[src/rtl/wb_trace_fifo_if.sv]
// Bus between the write-back stage / trace reader and the trace FIFO.
// slave = the FIFO side, master = datapath plus reader side.
interface wb_trace_fifo_if #(
  parameter int DEPTH    = 8,
  parameter int TS_WIDTH = 16
);
  localparam int CW = $clog2(DEPTH) + 1;

  logic                RegWrite;
  logic [4:0]          WriteReg;
  logic [31:0]         WriteData;
  logic                CaptureEn;
  logic                PopReq;
  logic                ClearOvf;
  logic                EntryValid;
  logic [4:0]          EntryReg;
  logic [31:0]         EntryData;
  logic [TS_WIDTH-1:0] EntryTime;
  logic [CW-1:0]       Count;
  logic                Overflow;
  logic [7:0]          DropCount;

  modport master (
    output RegWrite, WriteReg, WriteData, CaptureEn, PopReq, ClearOvf,
    input  EntryValid, EntryReg, EntryData, EntryTime, Count, Overflow, DropCount
  );

  modport slave (
    input  RegWrite, WriteReg, WriteData, CaptureEn, PopReq, ClearOvf,
    output EntryValid, EntryReg, EntryData, EntryTime, Count, Overflow, DropCount
  );
endinterface

[src/rtl/wb_trace_fifo.sv]
// Write-back trace buffer: records register-file writes with a cycle
// timestamp into a first-word-fall-through FIFO drained by valid/pop.
module wb_trace_fifo #(
  parameter int DEPTH    = 8,
  parameter int TS_WIDTH = 16
) (
  input  logic          Clk,
  input  logic          Reset,
  wb_trace_fifo_if.slave bus
);
  localparam int PW = $clog2(DEPTH);
  localparam int CW = PW + 1;

  typedef struct packed {
    logic [4:0]          reg_num;
    logic [31:0]         data;
    logic [TS_WIDTH-1:0] ts;
  } entry_t;

  entry_t              mem_q [DEPTH];
  logic [PW-1:0]       wr_ptr_q, wr_ptr_d;
  logic [PW-1:0]       rd_ptr_q, rd_ptr_d;
  logic [CW-1:0]       count_q, count_d;
  logic [TS_WIDTH-1:0] ts_q, ts_d;
  logic                ovf_q, ovf_d;
  logic [7:0]          drop_cnt_q, drop_cnt_d;

  logic empty, full, capture, do_pop, do_push, do_drop;
  entry_t head;

  // NOTE: every signal assigned here gets a value on every path, so no latch is inferred.
  always_comb begin
    empty   = (count_q == '0);
    full    = (count_q == CW'(DEPTH));
    capture = bus.RegWrite && bus.CaptureEn && (bus.WriteReg != 5'd0);
    do_pop  = bus.PopReq && !empty;
    // A full FIFO still accepts a capture when the head leaves in the same cycle.
    do_push = capture && (!full || do_pop);
    do_drop = capture && full && !do_pop;

    ts_d     = ts_q + TS_WIDTH'(1);
    wr_ptr_d = do_push ? wr_ptr_q + PW'(1) : wr_ptr_q;
    rd_ptr_d = do_pop  ? rd_ptr_q + PW'(1) : rd_ptr_q;

    count_d = count_q;
    if (do_push && !do_pop) count_d = count_q + CW'(1);
    if (do_pop && !do_push) count_d = count_q - CW'(1);

    // A drop in the same cycle as a clear leaves exactly that one drop recorded.
    ovf_d      = ovf_q;
    drop_cnt_d = drop_cnt_q;
    if (do_drop) begin
      ovf_d      = 1'b1;
      drop_cnt_d = bus.ClearOvf ? 8'd1
                 : (drop_cnt_q == 8'd255) ? 8'd255 : drop_cnt_q + 8'd1;
    end else if (bus.ClearOvf) begin
      ovf_d      = 1'b0;
      drop_cnt_d = 8'd0;
    end
  end

  // NOTE: sequential state uses non-blocking assignments so every flop samples pre-edge values.
  always_ff @(posedge Clk or negedge Reset) begin
    if (!Reset) begin
      wr_ptr_q   <= '0;
      rd_ptr_q   <= '0;
      count_q    <= '0;
      ts_q       <= '0;
      ovf_q      <= 1'b0;
      drop_cnt_q <= 8'd0;
    end else begin
      wr_ptr_q   <= wr_ptr_d;
      rd_ptr_q   <= rd_ptr_d;
      count_q    <= count_d;
      ts_q       <= ts_d;
      ovf_q      <= ovf_d;
      drop_cnt_q <= drop_cnt_d;
    end
  end

  // NOTE: storage is deliberately not reset; the outputs are masked whenever Count is 0.
  always_ff @(posedge Clk) begin
    if (Reset && do_push) begin
      mem_q[wr_ptr_q] <= '{reg_num: bus.WriteReg, data: bus.WriteData, ts: ts_q};
    end
  end

  always_comb begin
    head           = mem_q[rd_ptr_q];
    bus.EntryValid = !empty;
    bus.EntryReg   = empty ? 5'd0  : head.reg_num;
    bus.EntryData  = empty ? 32'd0 : head.data;
    bus.EntryTime  = empty ? '0    : head.ts;
    bus.Count      = count_q;
    bus.Overflow   = ovf_q;
    bus.DropCount  = drop_cnt_q;
  end
endmodule

[src/flat_wrapper.sv]
// flat-port wrapper written by rule: the top's interface ports become plain ports
module wb_trace_fifo_flat 
#(
  parameter int DEPTH    = 8,
  parameter int TS_WIDTH = 16
)
  (Clk, Reset, bus_RegWrite, bus_WriteReg, bus_WriteData, bus_CaptureEn, bus_PopReq, bus_ClearOvf, bus_EntryValid, bus_EntryReg, bus_EntryData, bus_EntryTime, bus_Count, bus_Overflow, bus_DropCount);
  wb_trace_fifo_if #(.DEPTH(DEPTH), .TS_WIDTH(TS_WIDTH)) bus_i ();
  input  logic Clk;
  input  logic Reset;
  input wire logic [$bits(bus_i.RegWrite)-1:0] bus_RegWrite;
  input wire logic [$bits(bus_i.WriteReg)-1:0] bus_WriteReg;
  input wire logic [$bits(bus_i.WriteData)-1:0] bus_WriteData;
  input wire logic [$bits(bus_i.CaptureEn)-1:0] bus_CaptureEn;
  input wire logic [$bits(bus_i.PopReq)-1:0] bus_PopReq;
  input wire logic [$bits(bus_i.ClearOvf)-1:0] bus_ClearOvf;
  output wire logic [$bits(bus_i.EntryValid)-1:0] bus_EntryValid;
  output wire logic [$bits(bus_i.EntryReg)-1:0] bus_EntryReg;
  output wire logic [$bits(bus_i.EntryData)-1:0] bus_EntryData;
  output wire logic [$bits(bus_i.EntryTime)-1:0] bus_EntryTime;
  output wire logic [$bits(bus_i.Count)-1:0] bus_Count;
  output wire logic [$bits(bus_i.Overflow)-1:0] bus_Overflow;
  output wire logic [$bits(bus_i.DropCount)-1:0] bus_DropCount;
  assign bus_i.RegWrite = bus_RegWrite;
  assign bus_i.WriteReg = bus_WriteReg;
  assign bus_i.WriteData = bus_WriteData;
  assign bus_i.CaptureEn = bus_CaptureEn;
  assign bus_i.PopReq = bus_PopReq;
  assign bus_i.ClearOvf = bus_ClearOvf;
  assign bus_EntryValid = bus_i.EntryValid;
  assign bus_EntryReg = bus_i.EntryReg;
  assign bus_EntryData = bus_i.EntryData;
  assign bus_EntryTime = bus_i.EntryTime;
  assign bus_Count = bus_i.Count;
  assign bus_Overflow = bus_i.Overflow;
  assign bus_DropCount = bus_i.DropCount;
  wb_trace_fifo #(.DEPTH(DEPTH), .TS_WIDTH(TS_WIDTH)) u_core (.Clk(Clk), .Reset(Reset), .bus(bus_i));
endmodule
[config.mk]
export PLATFORM = sky130hd
export DESIGN_NAME = wb_trace_fifo_flat
export DESIGN_NICKNAME = d
export VERILOG_FILES = /design/src/rtl/wb_trace_fifo_if.sv /design/src/rtl/wb_trace_fifo.sv /design/src/flat_wrapper.sv
export SDC_FILE = /design/constraint.sdc
export NUM_CORES = 1
export LEC_CHECK = 0
export BUFFER_PORTS_ARGS = -buffer_cell sky130_fd_sc_hd__buf_2
export CORE_MARGIN = 4
export CORE_UTILIZATION = 60
export DETAILED_ROUTE_END_ITERATION = 8
export GPL_TIMING_DRIVEN = 0
export PLACE_DENSITY = 0.79
export SETUP_SLACK_MARGIN = 0.2
export SYNTH_ARGS = -nofsm -noshare
export SYNTH_HDL_FRONTEND = slang
export SYNTH_SLANG_ARGS = --single-unit
[constraint.sdc]
create_clock -name Clk -period 10.05 [get_ports Clk]
set_input_delay 0.5025 -clock Clk [delete_from_list [all_inputs] [get_ports Clk]]
set_output_delay 0.5025 -clock Clk [all_outputs]
set_load 0.05 [all_outputs]
==> summary.md <==
| Metric | Value |
|---|---|
| Status | `completed` |
| Cells after Synth | `about 830` |
| Synthesized flop and latch total | `459` |
| Antenna Violating Nets Remaining | `0` |
| Initial antenna violation count | `7` |
| Clock-pin slew on the worst setup and hold paths | `0.06 ns` |
| Synth top area share | `0.717` |
| Vias per inst | `6.15` |
| Filler cells | `about 1.7k` |
| Fmax | `0.284 GHz` |
| CP most frequent cell | `clkbuf_1` |
| Final Setup Violations | `0` |
| Synth Warn # | `0` |
| Area contributors post-synth | `edfxtp_1 72%, mux4_2 13%, dfrtp_1 4.9%, mux2i_1 3.1%, nor2_1 1.4%` |
| Die H | `180 um` |
| Die area | `0.0324 mm^2` |
| TNS Setup | `0 ns` |
| Initial DRC Count | `just under 800` |
| VDD IR max | `around 0.00018 V` |
| Clk buf depth | `3` |
| Critical Path AT | `3.01 ns` |
| Slew headroom | `0.342` |
| Pwr/cell area | `approximately 290 mW/mm^2` |
| Power Total | `~6000 uW` |
| Average wire per standard cell | `25.8 um` |
| # port buffers | `108` |
| Slowest CP cell | `clkbuf_1` |
| Hold_ws | `0.112 ns` |
| Core area | `approximately 0.029 mm^2` |
| Synth cell types | `43` |
| Gpl congestion | `about 0.74` |
| Ratio of cells with drive above 1 in the final layout | `0.333` |
| GRT Util Overall | `0.231` |
| Storage element area | `between 0.01 and 0.015 mm^2` |
| DRC | `0` |
| Largest net degree at the start of global routing | `38` |
| Leak Pwr | `between 0.007 and 0.008 uW` |
| CP bufs+invs | `3` |
| Syn Area/Cell | `21.5 um^2` |
| Tcrit/Tclk final | `0.350` |
| CP Cell Sequence | `clkbuf_1 > clkbuf_1 > mux2i_1 > nor2_1 > buf_2` |
| CTS resizes | `0` |
| Mapped Area | `~0.018 mm^2` |
| CP Class | `reg2out` |
| Critical path's top delay family | `buffers and inverters` |
| Asr flop ratio synth | `0.0763` |
| Max-slew violation count | `0` |
| Die Wd | `180 um` |
| Register area share after synthesis | `0.766` |
| CTS Hold Bufs | `0` |
| Critical Path RT | `9.55 ns` |
| Vias in the first global route | `roughly 9.5k` |
| DP Wirelength | `22000 um` |
| Worst Clk Skew | `0.0133 ns` |
| Grt ovf | `0` |
| Root Buffer | `clkbuf_16` |
| CP peak stage delay | `0.80 ns` |
| Ports | `110` |
| Crit-path max FO | `10` |
| MaxCap Viol Count | `0` |
| Number of flops mapped to enable cells by yosys | `424` |
| Hold crit path type | `in2async` |
| First-pass GRT wire length | `around 57000 um` |
| Site Rows | `62` |
| DR pass1 iterations | `5` |
| Clock Latency Late Sink | `0.54 ns` |
| CTS tree | `yes` |
| Main synth FF type | `edfxtp_1` |
| Post-CTS Repair Setup Buffers | `0` |
| Number of nets in the layout | `1057` |
| Cell taking the most area after synthesis | `edfxtp_1` |
| CP Launch Type | `register` |
| Slew @ Worst Pin | `0.980 ns` |
| Area Overhead vs Synth | `16.6%` |
| Unrepaired setup endpoints after global routing | `no` |
| H-tree depth | `2` |
| Area occupied by multi-input gates | `around 0.0040 mm^2` |
| Vias | `just under 9k` |
| Initial Util | `0.614` |
| Drt total wl | `about 37000 um` |
| Hold Vio Cnt, Final | `0` |
| Crit end category | `output port` |
| Net Count, Synth | `877` |
| Num CTS Buffers | `44` |
| Clk sinks | `between 400 and 500` |
| Final worst path period need | `3.52 ns` |
-- final cells by class --
class                      count  area share
antenna                        4    0.000483
buffer                        38     0.00834
clock buffer                  49      0.0556
clock inverter                33      0.0140
inverter                       6     0.00109
multi-input combinational    324       0.194
sequential                   459       0.657
tap                          384      0.0232
timing repair buffer         134      0.0462
-- layer usage --
metal  vias up  wire [um]  track usage
met1      4555      14800        0.324
met4         6        940       0.0726
li1       3764          -            -
met3        83       2720       0.0509
met5         -         41            0
met2       397      18400        0.374
-- cells in the mapped netlist (4+ instances only) --
cell type,n
nand2_1,7
buf_1,6
edfxtp_1,424
and3_1,9
mux4_2,106
clkbuf_1,15
nand3_1,9
mux2i_1,55
inv_1,5
ha_1,6
xnor2_1,16
a311oi_1,4
nor3_1,6
dfrtp_1,35
buf_2,15
xor2_1,4
a21oi_1,7
nor2_1,65
-- report_power, final --
part | internal (uW) | switching (uW) | total, uW
Clock | 955 | 691 | 1650
Combinational | 727 | 1430 | 2160
Sequential | 2170 | 47.8 | 2220
-- per-stage QoR --
stage	cell area, um^2	setup WS (ns)	util	std cells
6_report	20700	6.53	0.716	1431
5_1_grt	20700	6.38	0.716	1431
4_1_cts	20700	6.49	0.715	1427
3_5_place_dp	19300	6.69	0.666	1345
3_3_place_gp	18800	0.743	0.649	1319
2_1_floorplan	17800	4.49	-	827
-- registers in the layout, indices dropped and copies added (netlist names) --
name	count
u_core.bus.Count	4
u_core.bus.Overflow	1
u_core.bus.DropCount	8
u_core.mem_q	424
u_core.wr_ptr_q	3
u_core.rd_ptr_q	3
u_core.ts_q	16
-- worst reg2reg max path: stages (launching register included) --
cell and delay [ns]:
dfrtp_1 0.46, nor4_4 0.90, inv_2 0.13, nand2_2 0.23, nor2b_4 0.09, ha_1 0.28, a21o_1 0.17, a21oi_1 0.28
a21oi_1 0.08, a221oi_1 0.25, a21oi_1 0.07
-- placed cells by master (no fill, tap or decap), types with 4 or more instances in the layout --
cell,count
clkbuf_1,18
nor3_1,4
clkinv_1,9
a311oi_1,4
inv_1,5
clkinv_2,16
buf_6,14
nor2_1,59
a21oi_1,7
nand2_1,7
clkbuf_16,45
xor2_1,4
mux4_2,106
diode_2,4
nor2_4,6
buf_12,10
buf_1,6
and3_1,9
dfrtp_1,35
mux2i_1,55
buf_2,123
xnor2_1,16
nand3_1,9
ha_1,6
bufinv_16,5
edfxtp_1,424
-- kinds of logic after synthesis --
logic type / after synthesis / share of synthesized area
flip-flops: 459 / 0.766
multiplexers: 164 / 0.167
AND/OR/NAND/NOR: 112 / 0.0308
buffers and inverters: 44 / 0.0110
AO/OA/AOI/OAI: 21 / 0.00972
XOR/XNOR: 20 / 0.00986
adder cells (fa/ha/maj): 7 / 0.00535
-- worst paths after layout --
path	slack [ns]	cells past startpoint	end	start
worst max-delay path	6.53	5	bus_EntryTime[1]	u_core.rd_ptr_q[2]$_DFFE_PN0P_
worst min-delay path	0.11	1	u_core.ts_q[1]$_DFF_PN0_	Reset
worst max register to register	6.99	10	u_core.bus.Count[3]$_DFFE_PN0P_	u_core.bus.Count[2]$_DFFE_PN0P_
worst min register to register	0.49	1	u_core.bus.Overflow$_DFFE_PN0P_	u_core.bus.Overflow$_DFFE_PN0P_
max in group asynchronous	9.34	1	u_core.rd_ptr_q[2]$_DFFE_PN0P_	Reset
min in group Clk	0.23	1	u_core.mem_q[7][29]$_DFFE_PP_	bus_WriteData[13]
Power figures use the tool's default switching activity.
